## config.mk

```make
export PLATFORM = sky130hd
export DESIGN_NAME = dual_ram_sync_rd_flat
export DESIGN_NICKNAME = d
export VERILOG_FILES = /design/src/rtl/dual_ram_sync_rd_if.sv /design/src/rtl/dual_ram_sync_rd.sv /design/src/flat_wrapper.sv
export SDC_FILE = /design/constraint.sdc
export NUM_CORES = 1
export LEC_CHECK = 0
export ABC_AREA = 0
export CAP_MARGIN = 20
export CORE_MARGIN = 2
export CORE_UTILIZATION = 59
export DETAILED_ROUTE_END_ITERATION = 8
export PLACE_DENSITY_LB_ADDON = 0.15
export SLEW_MARGIN = 20
export SYNTH_ARGS = -nofsm -noshare
export SYNTH_HDL_FRONTEND = slang
export SYNTH_SLANG_ARGS = --single-unit
```

## constraint.sdc

```tcl
create_clock -name clk -period 1.6 [get_ports clk]
set_input_delay 0.32 -clock clk [delete_from_list [all_inputs] [get_ports clk]]
set_output_delay 0.32 -clock clk [all_outputs]
set_load 0.005 [all_outputs]
```

## src/rtl/dual_ram_sync_rd_if.sv

```systemverilog
// Read/write port bundle for dual_ram_sync_rd.
// master drives requests, slave returns read data and status.
interface dual_ram_sync_rd_if #(
    parameter int DW = 8,
    parameter int LW = 8,
    parameter int AW = 4
);
    logic             wr_en;
    logic [AW-1:0]    wr_addr;
    logic [DW-1:0]    wr_data;
    logic [DW/LW-1:0] wr_be;
    logic             rd_en;
    logic [AW-1:0]    rd_addr;
    logic [DW-1:0]    rd_data;
    logic             rd_valid;
    logic             rd_err;

    modport master (
        output wr_en, wr_addr, wr_data, wr_be,
        output rd_en, rd_addr,
        input  rd_data, rd_valid, rd_err
    );

    modport slave (
        input  wr_en, wr_addr, wr_data, wr_be,
        input  rd_en, rd_addr,
        output rd_data, rd_valid, rd_err
    );
endinterface

```

## src/rtl/dual_ram_sync_rd.sv

```systemverilog
// Simple dual-port RAM, byte-lane writes, registered write-first read.
// DUAL_RAM_SYNC_RD_OUTREG_EN adds a second output stage (latency 2).
module dual_ram_sync_rd #(
    parameter int DW    = 8,
    parameter int LW    = 8,
    parameter int AW    = 4,
    parameter int DEPTH = 16
) (
    input logic              clk,
    input logic              rst_n,
    dual_ram_sync_rd_if.slave bus
);
    localparam int NL   = DW / LW;
    localparam bit FULL = (DEPTH == (2 ** AW));

    logic [DW-1:0] mem [DEPTH];

    logic          wr_in;
    logic          rd_in;
    logic          wr_ok;
    logic [DW-1:0] rd_word;
    logic [DW-1:0] s1_data;
    logic          s1_valid;
    logic          err_q;

    // A full address space cannot be exceeded, so skip the compare.
    if (FULL) begin : g_full
        assign wr_in = 1'b1;
        assign rd_in = 1'b1;
    end else begin : g_part
        localparam logic [AW:0] DEPTH_C = (AW+1)'(DEPTH);
        assign wr_in = ({1'b0, bus.wr_addr} < DEPTH_C);
        assign rd_in = ({1'b0, bus.rd_addr} < DEPTH_C);
    end

    assign wr_ok = bus.wr_en && wr_in;

    // Array update, lane by lane; storage itself is never reset.
    always_ff @(posedge clk) begin
        if (rst_n && wr_ok) begin
            for (int i = 0; i < NL; i++) begin
                if (bus.wr_be[i])
                    mem[bus.wr_addr][i*LW +: LW] <= bus.wr_data[i*LW +: LW];
            end
        end
    end

    // Read word with write-first forwarding of enabled lanes.
    always_comb begin
        rd_word = '0;
        if (rd_in) begin
            rd_word = mem[bus.rd_addr];
            if (wr_ok && (bus.wr_addr == bus.rd_addr)) begin
                for (int i = 0; i < NL; i++) begin
                    if (bus.wr_be[i])
                        rd_word[i*LW +: LW] = bus.wr_data[i*LW +: LW];
                end
            end
        end
    end

    // First read stage plus sticky range error.
    always_ff @(posedge clk or negedge rst_n) begin
        if (!rst_n) begin
            s1_data  <= '0;
            s1_valid <= 1'b0;
            err_q    <= 1'b0;
        end else begin
            s1_valid <= bus.rd_en;
            if (bus.rd_en)
                s1_data <= rd_word;
            if ((bus.wr_en && !wr_in) || (bus.rd_en && !rd_in))
                err_q <= 1'b1;
        end
    end

`ifdef DUAL_RAM_SYNC_RD_OUTREG_EN
    logic [DW-1:0] s2_data;
    logic          s2_valid;

    // Second output stage; loads only behind a valid first stage.
    always_ff @(posedge clk or negedge rst_n) begin
        if (!rst_n) begin
            s2_data  <= '0;
            s2_valid <= 1'b0;
        end else begin
            s2_valid <= s1_valid;
            if (s1_valid)
                s2_data <= s1_data;
        end
    end

    assign bus.rd_data  = s2_data;
    assign bus.rd_valid = s2_valid;
`else
    assign bus.rd_data  = s1_data;
    assign bus.rd_valid = s1_valid;
`endif

    assign bus.rd_err = err_q;
endmodule
```

## src/flat_wrapper.sv

```systemverilog
// flat-port wrapper written by rule: the top's interface ports become plain ports
module dual_ram_sync_rd_flat 
#(
    parameter int DW    = 8,
    parameter int LW    = 8,
    parameter int AW    = 4,
    parameter int DEPTH = 16
)
  (clk, rst_n, bus_wr_en, bus_wr_addr, bus_wr_data, bus_wr_be, bus_rd_en, bus_rd_addr, bus_rd_data, bus_rd_valid, bus_rd_err);
  dual_ram_sync_rd_if #(.DW(DW), .LW(LW), .AW(AW)) bus_i ();
  input logic clk;
  input logic rst_n;
  input wire logic [$bits(bus_i.wr_en)-1:0] bus_wr_en;
  input wire logic [$bits(bus_i.wr_addr)-1:0] bus_wr_addr;
  input wire logic [$bits(bus_i.wr_data)-1:0] bus_wr_data;
  input wire logic [$bits(bus_i.wr_be)-1:0] bus_wr_be;
  input wire logic [$bits(bus_i.rd_en)-1:0] bus_rd_en;
  input wire logic [$bits(bus_i.rd_addr)-1:0] bus_rd_addr;
  output wire logic [$bits(bus_i.rd_data)-1:0] bus_rd_data;
  output wire logic [$bits(bus_i.rd_valid)-1:0] bus_rd_valid;
  output wire logic [$bits(bus_i.rd_err)-1:0] bus_rd_err;
  assign bus_i.wr_en = bus_wr_en;
  assign bus_i.wr_addr = bus_wr_addr;
  assign bus_i.wr_data = bus_wr_data;
  assign bus_i.wr_be = bus_wr_be;
  assign bus_i.rd_en = bus_rd_en;
  assign bus_i.rd_addr = bus_rd_addr;
  assign bus_rd_data = bus_i.rd_data;
  assign bus_rd_valid = bus_i.rd_valid;
  assign bus_rd_err = bus_i.rd_err;
  dual_ram_sync_rd #(.DW(DW), .LW(LW), .AW(AW), .DEPTH(DEPTH)) u_core (.clk(clk), .rst_n(rst_n), .bus(bus_i));
endmodule
```

# [Word-level counts from Yosys, hierarchy flattened]
# Memories as Yosys holds them, arrays and structs flattened.
# Cells that the tools add are included.
[classes] shifts=0 n_mux=5 add_sub_neg=0 bitwise_logic=0 div_mod_pow=0 n_reduce_logical=2 order_cmp=0 n_eq_ne=1 mul=0
[ops] operator="$mux W8" n=2
[ops] operator="$eq A4 B4 Y1" n=1
[ops] operator="$mux W1" n=3
[ops] operator="$logic_and A1 B1 Y1" n=2
[totals] reg_bits=9 mem_bits_rw=128 memories=1 input_bits=21 latch_bits=0 mem_bits_ro=0
[mem_list] memory="u_core.mem" depth=16 width=8 rd=1 rd_clocked_by_memory_dff=0 write_ports=1 line="dual_ram_sync_rd.sv:16" rtl="logic [DW-1:0] mem [DEPTH];"

# [Logic depth before layout (Yosys ltp)]
# Gate-level depths: netlist (run 1).
[depth] ltp_word=3 depth_mapped=6

# [Least setup slack after synthesis (run 1)]
# OpenSTA, ideal clock, no wires.
[synth_path] path_kind="input -> register" startpoint="in bus_rd_addr[3]" endpoint="reg u_core.s1_data[6], in the netlist u_core.bus.rd_data[6]" t_required_ns=1.474 path_stages=6 setup_slack_ns=-0.262 t_arrival_ns=1.736 path_cell_list="clkbuf_1 -> clkbuf_1 -> mux4_2 -> a22oi_1 -> nand2_1 -> a221o_1"
[synth_between] elab_chain_cells=3 word_cells_on_any_way=5 cone_classes="1 x eq/ne; 2 x mux; 1 x reduce/logical; 1 x memory"
[synth_lines] item="from (decl)" line="flat_wrapper.sv:18" rtl="input wire logic [$bits(bus_i.rd_addr)-1:0] bus_rd_addr;"
[synth_lines] item="$mem_v2 Z16 W8 or $eq A4 B4 Y1 (tied branches)"
[synth_lines] item="$mux W8 or $logic_and A1 B1 Y1 (tied branches)" line="dual_ram_sync_rd.sv:55, dual_ram_sync_rd.sv:53"
[synth_lines] item="$mux W8 (*)" line="dual_ram_sync_rd.sv:53" rtl="if (wr_ok && (bus.wr_addr == bus.rd_addr)) begin"
[synth_lines] item="to (signal assigned)" line="dual_ram_sync_rd.sv:71" rtl="s1_data <= rd_word;"
[synth_lines] item="to (decl)" line="dual_ram_sync_rd.sv:22" rtl="logic [DW-1:0] s1_data;"
# Mark *: on every way between the ends. The rest lies on a longest branch, timed or not.
# A chain may end at the register's enable or synchronous reset.

# [Worst setup path after layout (run 1)]
[layout_path] startpoint="mem u_core.mem[12][4]" endpoint="reg u_core.s1_data[4], in the netlist u_core.bus.rd_data[4]"
[layout_between] elab_chain_cells=3
[layout_lines] item="from (decl)" line="dual_ram_sync_rd.sv:16"
[layout_lines] item="$mem_v2 Z16 W8 (*)"
[layout_lines] item="$mux W8" line="dual_ram_sync_rd.sv:55" rtl="if (bus.wr_be[i])"
[layout_lines] item="$mux W8 (*)" line="dual_ram_sync_rd.sv:53"
# Marked as above.

==> impl_metrics.ini, run 1 <==
[worst_setup_path]
cp.arrival_ns = 1.98
crit_fanout = 1
critical_path_required_ns = 2.00
r2r_end = u_core.bus.rd_data[4]
start_kind = flip-flop
reg2reg_depth = 4
cp-startpoint = u_core.mem[12][4]
r2r-start = u_core.mem[12][4]
cp-end-kind = flip-flop
endpoint = u_core.bus.rd_data[4]
reg2reg_slack_ns = 0.02
crit_type = reg -> reg

[grt]
use_met3_pct = 5.29
grt_usage_pct = 26.2
grt_max_degree = 17
overflow = 0
gr-max-usage-layer = met2
met1_usage_pct = 35.8
antenna_found_initial = 0
met2_usage_pct = 41.6
grt_pass1_wl_mm = 18.1
grt_pass1_vias = 3139

[timing]
slew-limit-headroom_pct = 61.9
hold_viol_final = 0
setup_viol = 0
rsz0062_at_grt = yes
period_needed_ns = 1.58
max_freq_mhz = 631
slew_violations = 0
fin_crit_sh_pct = 99.0
worst_slack_ns = 0.0157
tightestPinTransition_ns = 0.569
clock-skew-final_ns = 0.00523
hold_slack_ns = 0.373
fin_tns_setup_ns = 0

[outcome]
status = finished, final reports clean

[power_and_ir_drop]
leakage_nw = 2.49
ir_worst_vdd_v = 0.00115
powerDensity_nw_per_um2 = 1160

[yosys]
synth-edff-count = 128
avgSynthCellArea_um2 = 20.6
ys_ff_latch = 137
synth_cell_types = 28
syn-num-nets = 284
seq_area_frac_synth_pct = 75.1
syn_area_um2 = 5420
async_reset_ff_share_pct = 6.57
ys.flop_type = edfxtp_1
synth_cells = 263
yosys_warnings = 0

[floorplan]
rows = 34
die_h_um = 99.8
dieArea_um2 = 9970
initial_core_util_pct = 61.5
core-area_um2 = 8810
io_pins = 31
die_w_um = 99.8

[detailed_routing]
wl_mm = 11.9
remaining_drc_errors = 0
via_count = 3017
first_iter_violations = 330
firstDrtPassIters = 5
ant_nets = 0
wl_per_cell_um = 24.5
viasPerCell = 6.21

[placement]
routabilityCongestion = 0.784
placed_cells = 446
dpl_worst_slack_ns = -0.636
port_buffers = 29
dp_hpwl_mm = 7.72

[clock_tree]
cts_buffers = 17
cts.htree.levels = 4
clock_sinks = 137
clockRootBuffer = clkbuf_8
worstSkewPairLatency_ns = 0.52
cts_tree = built
clk_pin_slew_ns = 0.06
cts_max_path_buffers = 2

[job]
cap_violations = 0

[cells_and_area]
finalNetCount = 386
layout-drive-gt1-share_pct = 40.7
areaGrowthSynthToFinish_pct = 28.7
utilization_pct = 79.2
stdcell_count = 486
antenna_cells = 0

[min_path]
hold_path.class = in -> async
[critical path, stage by stage, from the launching register on]
cell      delay [ns]
edfxtp_1        0.38
mux4_2          0.50
a22oi_2         0.20
nand2_1         0.09
a221o_1         0.29
[metrics by stage]
stage                     area, um2  power, mW
after global placement         6250       4.61
final                          6970       8.10
after global routing           6970       8.32
after CTS                      6900       8.12
after detailed placement       6250       4.62
after floorplan                5460       4.33
[sequential cells by signal (all words and copies together) (netlist names)]
signal               cells
u_core.bus.rd_data       8
u_core.mem             128
u_core.bus.rd_valid      1
[cell usage after synthesis (2+ instances only)]
| cell type | count | share of area (%) |
|---|---|---|
| nor2_1 | 15 | 1.0 |
| nor2b_1 | 10 | 1.2 |
| dfrtp_1 | 9 | 4.2 |
| clkbuf_1 | 7 | 0.49 |
| a221o_1 | 8 | 1.5 |
| edfxtp_1 | 128 | 71 |
| inv_1 | 2 | 0.14 |
| buf_6 | 2 | 0.42 |
| nand2b_1 | 2 | 0.23 |
| xor2_1 | 3 | 0.49 |
| mux4_2 | 32 | 13 |
| nor3_1 | 4 | 0.37 |
| nand2_1 | 10 | 0.69 |
| nand3_1 | 2 | 0.18 |
| a22oi_1 | 16 | 2.2 |
[cell families (layout without fill, tap and decap cells)]
group | Yosys count | after routing | synth area share (%)
flops | 137 | 137 | 75.1
simple gates | 48 | 48 | 4.67
mux | 32 | 32 | 13.3
compound gates | 25 | 25 | 4.09
buf+inv | 16 | 131 | 1.99
xor+xnor | 4 | 4 | 0.785
other cells | 1 | 1 | 0.0692
[layer usage]
| layer | vias up | wire, um |
|---|---|---|
| li1 | 1291 | - |
| met1 | 1557 | 4830 |
| met2 | 141 | 5980 |
| met3 | 28 | 779 |
| met4 | 0 | 334 |
| met5 | - | 0 |
[final cells by class]
cell class,count,area (um2)
clock buffer,18,418
clock inverter,14,125
fill,445,1830
inverter,2,7.51
multi-input combinational,110,1340
sequential,137,4070
tap,108,135
timing repair buffer,97,878
[how the worst min path moves through the flow]
| stage | slack (ns) | startpoint | cells past startpoint | endpoint |
|---|---|---|---|---|
| after floorplan | 0.02 | rst_n | 0 | u_core.bus.rd_data[0] |
| after global placement | 0.59 | u_core.bus.rd_data[7] | 2 | u_core.bus.rd_data[7] |
| after detailed placement | 0.62 | u_core.bus.rd_data[5] | 2 | u_core.bus.rd_data[5] |
| after CTS | 0.19 | rst_n | 2 | u_core.bus.rd_data[0] |
| after global routing | 0.38 | rst_n | 3 | u_core.bus.rd_data[0] |
| final | 0.37 | rst_n | 3 | u_core.bus.rd_data[0] |
[cell usage in the layout, fill, tap and decap left out, types with 2 or more instances in the layout]
cell type	synthesis	final
dlymetal6s2s_1	0	4
clkinv_4	0	3
nand2_1	10	9
nor2_2	0	3
xor2_1	3	2
buf_4	1	60
buf_6	2	2
inv_6	0	3
clkinv_1	0	2
a22oi_1	16	6
nor2b_2	0	2
nor2b_1	10	8
dlygate4sd2_1	0	10
clkinvlp_4	0	4
nand3_1	2	2
nor2_1	15	12
clkbuf_16	0	16
buf_12	1	4
edfxtp_1	128	128
a221o_1	8	8
clkdlybuf4s50_1	0	14
inv_1	2	2
dfrtp_1	9	9
nand2b_1	2	2
mux4_2	32	32
a22oi_2	0	10
nor3_2	0	3
[timing repair]
action / CTS / global route
cloned: 1 / 0
hold buffers: 0 / 1
setup endpoints to repair: 17 / 58
setup buffers: 6 / 0
pin swaps: 1 / 3
hold endpoints to repair: 0 / 9
resized for setup: 19 / 16
[report_power, final]
part | total [mW] | internal [mW] | switching [mW]
Clock | 3.52 | 2.06 | 1.45
Sequential | 3.99 | 3.97 | 0.0264
Combinational | 0.590 | 0.305 | 0.286
No activity file was read; power rests on OpenSTA's default activity.
==> run 2: changes to the inputs <==
Settings changed: CTS_CLUSTER_DIAMETER set to 30.
==> results of run 2 <==
No change in the layout: final DEF, timing and power equal those of run 1.
